$ cat config.mk
export PLATFORM = sky130hd
export DESIGN_NAME = execute_stage
export DESIGN_NICKNAME = d
export VERILOG_FILES = /design/src/rtl/execute_stage.sv
export SDC_FILE = /design/constraint.sdc
export NUM_CORES = 1
export LEC_CHECK = 0
export CORE_MARGIN = 5
export CORE_UTILIZATION = 31
export CTS_CLUSTER_DIAMETER = 200
export DETAILED_ROUTE_END_ITERATION = 8
export DONT_BUFFER_PORTS = 1
export PLACE_DENSITY = 0.51
export SYNTH_ARGS = -nofsm -noshare
export SYNTH_HDL_FRONTEND = slang
export SYNTH_SLANG_ARGS = --single-unit
$ cat constraint.sdc
create_clock -name clk -period 14.8 [get_ports clk]
set_input_delay 2.22 -clock clk [delete_from_list [all_inputs] [get_ports clk]]
set_output_delay 2.22 -clock clk [all_outputs]
set_load 0.02 [all_outputs]
$ cat src/rtl/execute_stage.sv
// execute_stage
//   Execute stage of the 5-stage pipeline. It performs the ALU operation,
//   resolves branches and jumps, and registers the results into the
//   execute-to-memory pipeline register. Decode cannot be flushed, so this
//   stage squashes the SQUASH_SLOTS wrong-path instructions that follow a
//   redirect.
//
// Ports
//   clk, reset                 clock, synchronous active-high reset
//   RegWriteE .. ALUSrcE       decode-register control bits
//   ResultSrcE [1:0]           result select (00 ALU, 01 mem, 10 PC+1)
//   ALUControlE [2:0]          ALU operation
//   RD1E, RD2E, ImmExtE [18:0] operand A, operand B / store data, immediate
//   PCE [14:0], RDE [4:0]      PC and destination of the E instruction
//   FlushE                     hazard-unit bubble request
//   PCSrcE, PCTargetE          combinational fetch redirect
//   *M outputs                 execute-to-memory pipeline register
module execute_stage #(
  parameter int SQUASH_SLOTS = 2
) (
  input  logic        clk,
  input  logic        reset,
  input  logic        RegWriteE,
  input  logic        MemWriteE,
  input  logic        JumpE,
  input  logic        BranchE,
  input  logic        ALUSrcE,
  input  logic [1:0]  ResultSrcE,
  input  logic [2:0]  ALUControlE,
  input  logic [18:0] RD1E,
  input  logic [18:0] RD2E,
  input  logic [18:0] ImmExtE,
  input  logic [14:0] PCE,
  input  logic [4:0]  RDE,
  input  logic        FlushE,
  output logic        PCSrcE,
  output logic [14:0] PCTargetE,
  output logic        RegWriteM,
  output logic        MemWriteM,
  output logic [1:0]  ResultSrcM,
  output logic [18:0] ALUResultM,
  output logic [18:0] WriteDataM,
  output logic [14:0] PCPlus1M,
  output logic [4:0]  RdM
);

  logic [18:0] src_a;
  logic [18:0] src_b;
  logic [18:0] alu_result;
  logic [18:0] cmp_diff;
  logic [4:0]  shamt;
  logic        zero;
  logic        slt;
  logic        kill;
  logic [14:0] pc_plus1;
  logic [1:0]  squash_cnt;

  assign src_a = RD1E;
  assign src_b = ALUSrcE ? ImmExtE : RD2E;
  assign shamt = src_b[4:0];
  assign slt   = $signed(src_a) < $signed(src_b);

  // Branch compare has its own subtractor so ZeroE does not depend on the
  // ALU operation selected for this instruction.
  assign cmp_diff = src_a - src_b;
  assign zero     = (cmp_diff == 19'd0);

  always_comb begin
    alu_result = '0;
    case (ALUControlE)
      3'b000:  alu_result = src_a + src_b;
      3'b001:  alu_result = src_a - src_b;
      3'b010:  alu_result = src_a & src_b;
      3'b011:  alu_result = src_a | src_b;
      3'b100:  alu_result = src_a ^ src_b;
      // Shift amounts of 19..31 would shift everything out; force 0 explicitly.
      3'b101:  alu_result = (shamt >= 5'd19) ? 19'd0 : (src_a << shamt);
      3'b110:  alu_result = (shamt >= 5'd19) ? 19'd0 : (src_a >> shamt);
      default: alu_result = {18'd0, slt};
    endcase
  end

  assign pc_plus1  = PCE + 15'd1;
  assign PCTargetE = PCE + ImmExtE[14:0];

  // A squashed branch/jump must neither redirect nor reload the counter.
  assign kill   = FlushE | (squash_cnt != 2'd0);
  assign PCSrcE = ~kill & (JumpE | (BranchE & zero));

  always_ff @(posedge clk) begin
    if (reset) begin
      squash_cnt <= 2'd0;
    end else if (PCSrcE) begin
      squash_cnt <= 2'(SQUASH_SLOTS);
    end else if (squash_cnt != 2'd0) begin
      squash_cnt <= squash_cnt - 2'd1;
    end
  end

  always_ff @(posedge clk) begin
    if (reset || kill) begin
      RegWriteM  <= 1'b0;
      MemWriteM  <= 1'b0;
      ResultSrcM <= 2'b00;
      ALUResultM <= '0;
      WriteDataM <= '0;
      PCPlus1M   <= '0;
      RdM        <= '0;
    end else begin
      RegWriteM  <= RegWriteE;
      MemWriteM  <= MemWriteE;
      ResultSrcM <= ResultSrcE;
      ALUResultM <= alu_result;
      WriteDataM <= RD2E;
      PCPlus1M   <= pc_plus1;
      RdM        <= RDE;
    end
  end

endmodule

Yosys cells after proc, flatten, opt, wreduce, memory -nomap -nowiden
Cells that the tools add are included.
- flip-flop bits (word level): 64
- output and inout bits: 78
- input bits: 90
- word-level logic and storage cells: 44
- bitwise logic cells: 8
- shift-type cells: 2
- add/sub/neg operators: 5
- muxes and demuxes: 6
- reduce and logical (&&, ||, !) cells: 6
- magnitude comparators: 2
- eq/ne operators: 6
- operators by type and width (operator ; count):
    case mux 19 bit (7 select lines) ; 1
    2-to-1 mux 19 bit ; 3
    adder 19 bit ; 1
    bitwise AND 19 bit ; 1
    logical NOT 19 bit ; 1
    less-than comparator 19 bit ; 1
    bitwise OR 19 bit ; 1
    << shifter 19 x 5 -> 19 bit ; 1
    right shift 19 x 5 -> 19 bit ; 1
    subtractor 19 bit ; 1
    bitwise XOR 19 bit ; 1
    adder 15 x 1 -> 15 bit, second input constant ; 1
    adder 15 bit ; 1
    equality test 3 bit, second input constant ; 3
    equality test 3 x 2 -> 1 bit, second input constant ; 2
    greater-or-equal comparator 5 bit, second input constant ; 1
    2-to-1 mux 2 bit ; 2
    nonzero test 2 bit ; 2
    equality test 3 x 1 -> 1 bit, second input constant ; 1
    logical NOT 3 bit ; 1
    bitwise AND 1 bit ; 2
    bitwise OR 1 bit ; 2
    OR reduction 2 bit ; 1
    subtractor 2 x 1 -> 2 bit, second input constant ; 1
    2 further kinds ; 2

Depth between registers and ports, before layout
- word-level depth: 7
- depth in mapped cells: 15
- gate-level depth less buffers: 13

Worst setup path before layout
OpenSTA, ideal clock, no wires.
- path type: input to output
- start point: input port ALUSrcE
- end point: output port PCSrcE
- data arrival time: 6424 ps
- slack: 6156 ps
- cell stages on the path: 14
- data required time: 12580 ps
- path buffers: 4
- cell sequence: buf_1 > mux2i_1 > clkbuf_1 > clkbuf_1 > ha_1 > clkbuf_1 > nor2_1 > o221ai_1 > a2111oi_4 > nor2_2 > xor2_1 > or4_1 > or4_4 > a21oi_1
- word-level cells in the longest chain between the ends: 6
- RTL lines (what ; line ; text):
    start: declaration ; 27 ; input logic ALUSrcE,
    2-to-1 mux 19 bit ; 59 ; assign src_b = ALUSrcE ? ImmExtE : RD2E;
    subtractor 19 bit ; 65 ; assign cmp_diff = src_a - src_b;
    logical NOT 19 bit ; 66 ; assign zero = (cmp_diff == 19'd0);
    bitwise AND 1 bit ; 88 ; assign PCSrcE = ~kill & (JumpE | (BranchE & zero));
    bitwise OR 1 bit ; 88 ;
    bitwise AND 1 bit ; 88 ;
    end: declaration ; 36 ; output logic PCSrcE,
No other way between the ends.

Final worst setup path
Ends and elaborated chain as after synthesis.

==> metrics.cfg <==
[synth]
ys_warn_count = 0
synth_seq_area_share_pct = 17.8
synth-async-reset-ratio_pct = 0
ys_types = 70
syn-mean-instance-area_um2 = 7.34
synth_top_cell_by_area = sky130_fd_sc_hd__dfxtp_1
synth-edff-count = 0
post_synthesis_instance_total = 981
post-synth-top-area-fraction_pct = 17.8
synth-main-ff-cell = sky130_fd_sc_hd__dfxtp_1
post_synth_instance_area_um2 = 7200
number_of_nets_in_the_synthesized_netlist = 1149
post_synth_main_area_contributors = sky130_fd_sc_hd__dfxtp_1, sky130_fd_sc_hd__ha_1, sky130_fd_sc_hd__a21oi_1, sky130_fd_sc_hd__nor2_1, sky130_fd_sc_hd__mux2i_1
yosys_register_bits = 64

[place]
io_buffers = 0
routabilityCongestion = 0.908
placed_cell_area_um2 = 7470
place_hpwl_um = 21800

[global_routing]
grt_pass1_wl_um = 42100
grt_start_max_net_pins = 48
via_count_of_the_first_global_routing_pass = 6968
initial_antenna_violation_count = 1
globalRouteTotalUtil_pct = 20.5
grt_overflow = 0

[worst_setup_path]
req_time_crit_path_ns = 12.58
cp_data_arrival_time_ns = 6.51
path_cells = mux2i_4 -> buf_4 -> inv_2 -> fa_1 -> nor2_1 -> o221ai_1 -> a2111oi_4 -> nor2_2 -> xor2_1 -> or4_1 -> or4_4 -> a21oi_1
timing.setup.critical_path_class = in -> out
critPathLaunchType = input port
worstPathMaxFanout = 47
cpMaxStageDelayCell = sky130_fd_sc_hd__or4_4
critPathCaptureType = primary output
worst_path_largest_cell_delay_ns = 0.57

[job]
drv.max_cap_violation_count = 0

[final_layout]
final_nets = 1114
antenna_cells_inserted = 0
areaGrowthSynthToFinish_pct = 7.67
fin_area_um2 = 7750
final_layout_size_suffix_gt1_share_pct = 5.99
most-common-layout-cells = sky130_fd_sc_hd__nor2_1, sky130_fd_sc_hd__a21oi_1, sky130_fd_sc_hd__nand2_1, sky130_fd_sc_hd__ha_1
leading_cell_type_in_the_layout_fill_and_taps_excluded = sky130_fd_sc_hd__nor2_1

[cts]
cts_hold_buffers = 0
htree_levels = 3
clkLatencyLatePin_ns = 0.35
cts.root.buffer_cell = sky130_fd_sc_hd__clkbuf_16
cts_setup_buffers = 0
post_cts_resized = 0
cts.reportedPaths.clkPinSlew_ns = 0.06
cts_num_sinks = 64
tritoncts = yes
clock_tree.buffer_depth = 2
cts_buffers = 9

[routing]
vias_per_cell = 5.78
num_vias = 7308
avgRoutedWirePerCell_um = 22.2
initialDrtViolationCount = 693
overall_routed_net_length_um = 28100
detail_route.first_pass.iterations = 6
ant_nets = 0
drc_errors = 0

[timing]
min_period_ns = 8.73
slew_headroom_pct = 21.9
finalClockSkew_ns = 0.00672
setup-tns-final_ns = 0
fmaxAchievable_ghz = 0.115
tightest_slew_ns = 1.17
setup_viol = 0
grt_setup_unrepaired = no
endpoints_failing_hold = 0
finalCritPeriodShare_pct = 59.0
timing.final.max_slew_violations = 0

[die]
die_width_um = 162
std_cell_rows = 55
fp.dieArea_um2 = 26400
start_util_pct = 31.6
placeable_core_region_um2 = 22800
boundaryPins = 168
chipHeight_um = 162

[hold_path]
hold_path_class = reg -> reg

[pwr]
power.density_nw_per_um2 = 86.7
vdd.ir_drop.worst_v = 0.0000396
post_layout_power_w = 0.000672
static-leakage-power_nw = 3.19

[outcome]
run_status = completed

-- Yosys cell counts, types with 10 or more instances --
| cell type | instances |
|---|---|
| sky130_fd_sc_hd__a211oi_1 | 14 |
| sky130_fd_sc_hd__a31oi_1 | 14 |
| sky130_fd_sc_hd__mux2i_1 | 39 |
| sky130_fd_sc_hd__nand2_1 | 83 |
| sky130_fd_sc_hd__xor2_1 | 21 |
| sky130_fd_sc_hd__dfxtp_1 | 64 |
| sky130_fd_sc_hd__a21oi_1 | 86 |
| sky130_fd_sc_hd__o31ai_1 | 10 |
| sky130_fd_sc_hd__ha_1 | 75 |
| sky130_fd_sc_hd__nor3_1 | 23 |
| sky130_fd_sc_hd__o21ai_0 | 59 |
| sky130_fd_sc_hd__and2_1 | 33 |
| sky130_fd_sc_hd__nor2_1 | 108 |
| sky130_fd_sc_hd__a21o_1 | 11 |
| sky130_fd_sc_hd__clkbuf_1 | 43 |
| sky130_fd_sc_hd__inv_1 | 64 |
| sky130_fd_sc_hd__xnor2_1 | 27 |
| sky130_fd_sc_hd__nand3_1 | 21 |
| sky130_fd_sc_hd__o211ai_1 | 17 |
-- through the flow --
step                      hold slack (ns)  util (%)  instances  setup slack, ns
after floorplan                     0.433         -        981             6.16
after detailed placement            0.455      32.8       1248             6.14
after CTS                           0.471      34.0       1264             6.12
after global placement              0.457      32.8       1248             6.18
after global routing                0.500      34.0       1264             5.95
final                               0.473      34.0       1264             6.07
-- state kept, by name, indices dropped and copies added, names as in the netlist --
signal      count
PCPlus1M       15
ALUResultM     19
squash_cnt      2
RdM             5
WriteDataM     19
ResultSrcM      2
RegWriteM       1
MemWriteM       1
-- logic make-up after synthesis --
group	after synthesis	synth area share (%)
flops	64	17.8
buf+inv	120	6.40
xor+xnor	48	5.84
fa+ha+maj	78	13.9
compound gates	295	26.9
mux	46	7.46
simple gates	330	21.7
-- final timing paths --
kind | start | end | slack, ns | depth (start not counted)
max | ALUSrcE | PCSrcE | 6.07 | 12
min | squash_cnt[0] | squash_cnt[0] | 0.47 | 1
max reg2reg | squash_cnt[1] | ALUResultM[12] | 12.75 | 4
min reg2reg | squash_cnt[0] | squash_cnt[0] | 0.47 | 1
-- layout make-up --
type	instances	area (um2)
clock buffers	9	225
repair buffers	8	60.1
flip-flops and latches	64	1280
multi-input cells	797	5490
clock inverters	7	47.5
fillers	2462	15000
inverters	66	248
well taps	313	392
-- per-layer routing --
metal,routed length (um),share of wire (%),vias to the layer above,global-route usage [%]
li1,-,-,3431,-
met1,11700,42,3465,26.7
met2,13300,47,358,33.7
met3,2340,8.3,52,4.51
met4,660,2.4,2,6.54
met5,8,0.029,-,0
-- worst max-delay path, delay by kind of cell --
kind	cells	cell delay (ns)
AND/OR/NAND/NOR	4	1.38
AO/OA/AOI/OAI	3	1.26
buffers and inverters	2	0.76
adder cells (fa/ha/maj)	1	0.49
multiplexers	1	0.19
XOR/XNOR	1	0.17
-- report_power, final --
part,switching (W),internal (W)
sequential,0.0000132,0.000180
combinational,0.000176,0.0000997
clock,0.0000898,0.000113
No activity file was read; power rests on OpenSTA's default activity.
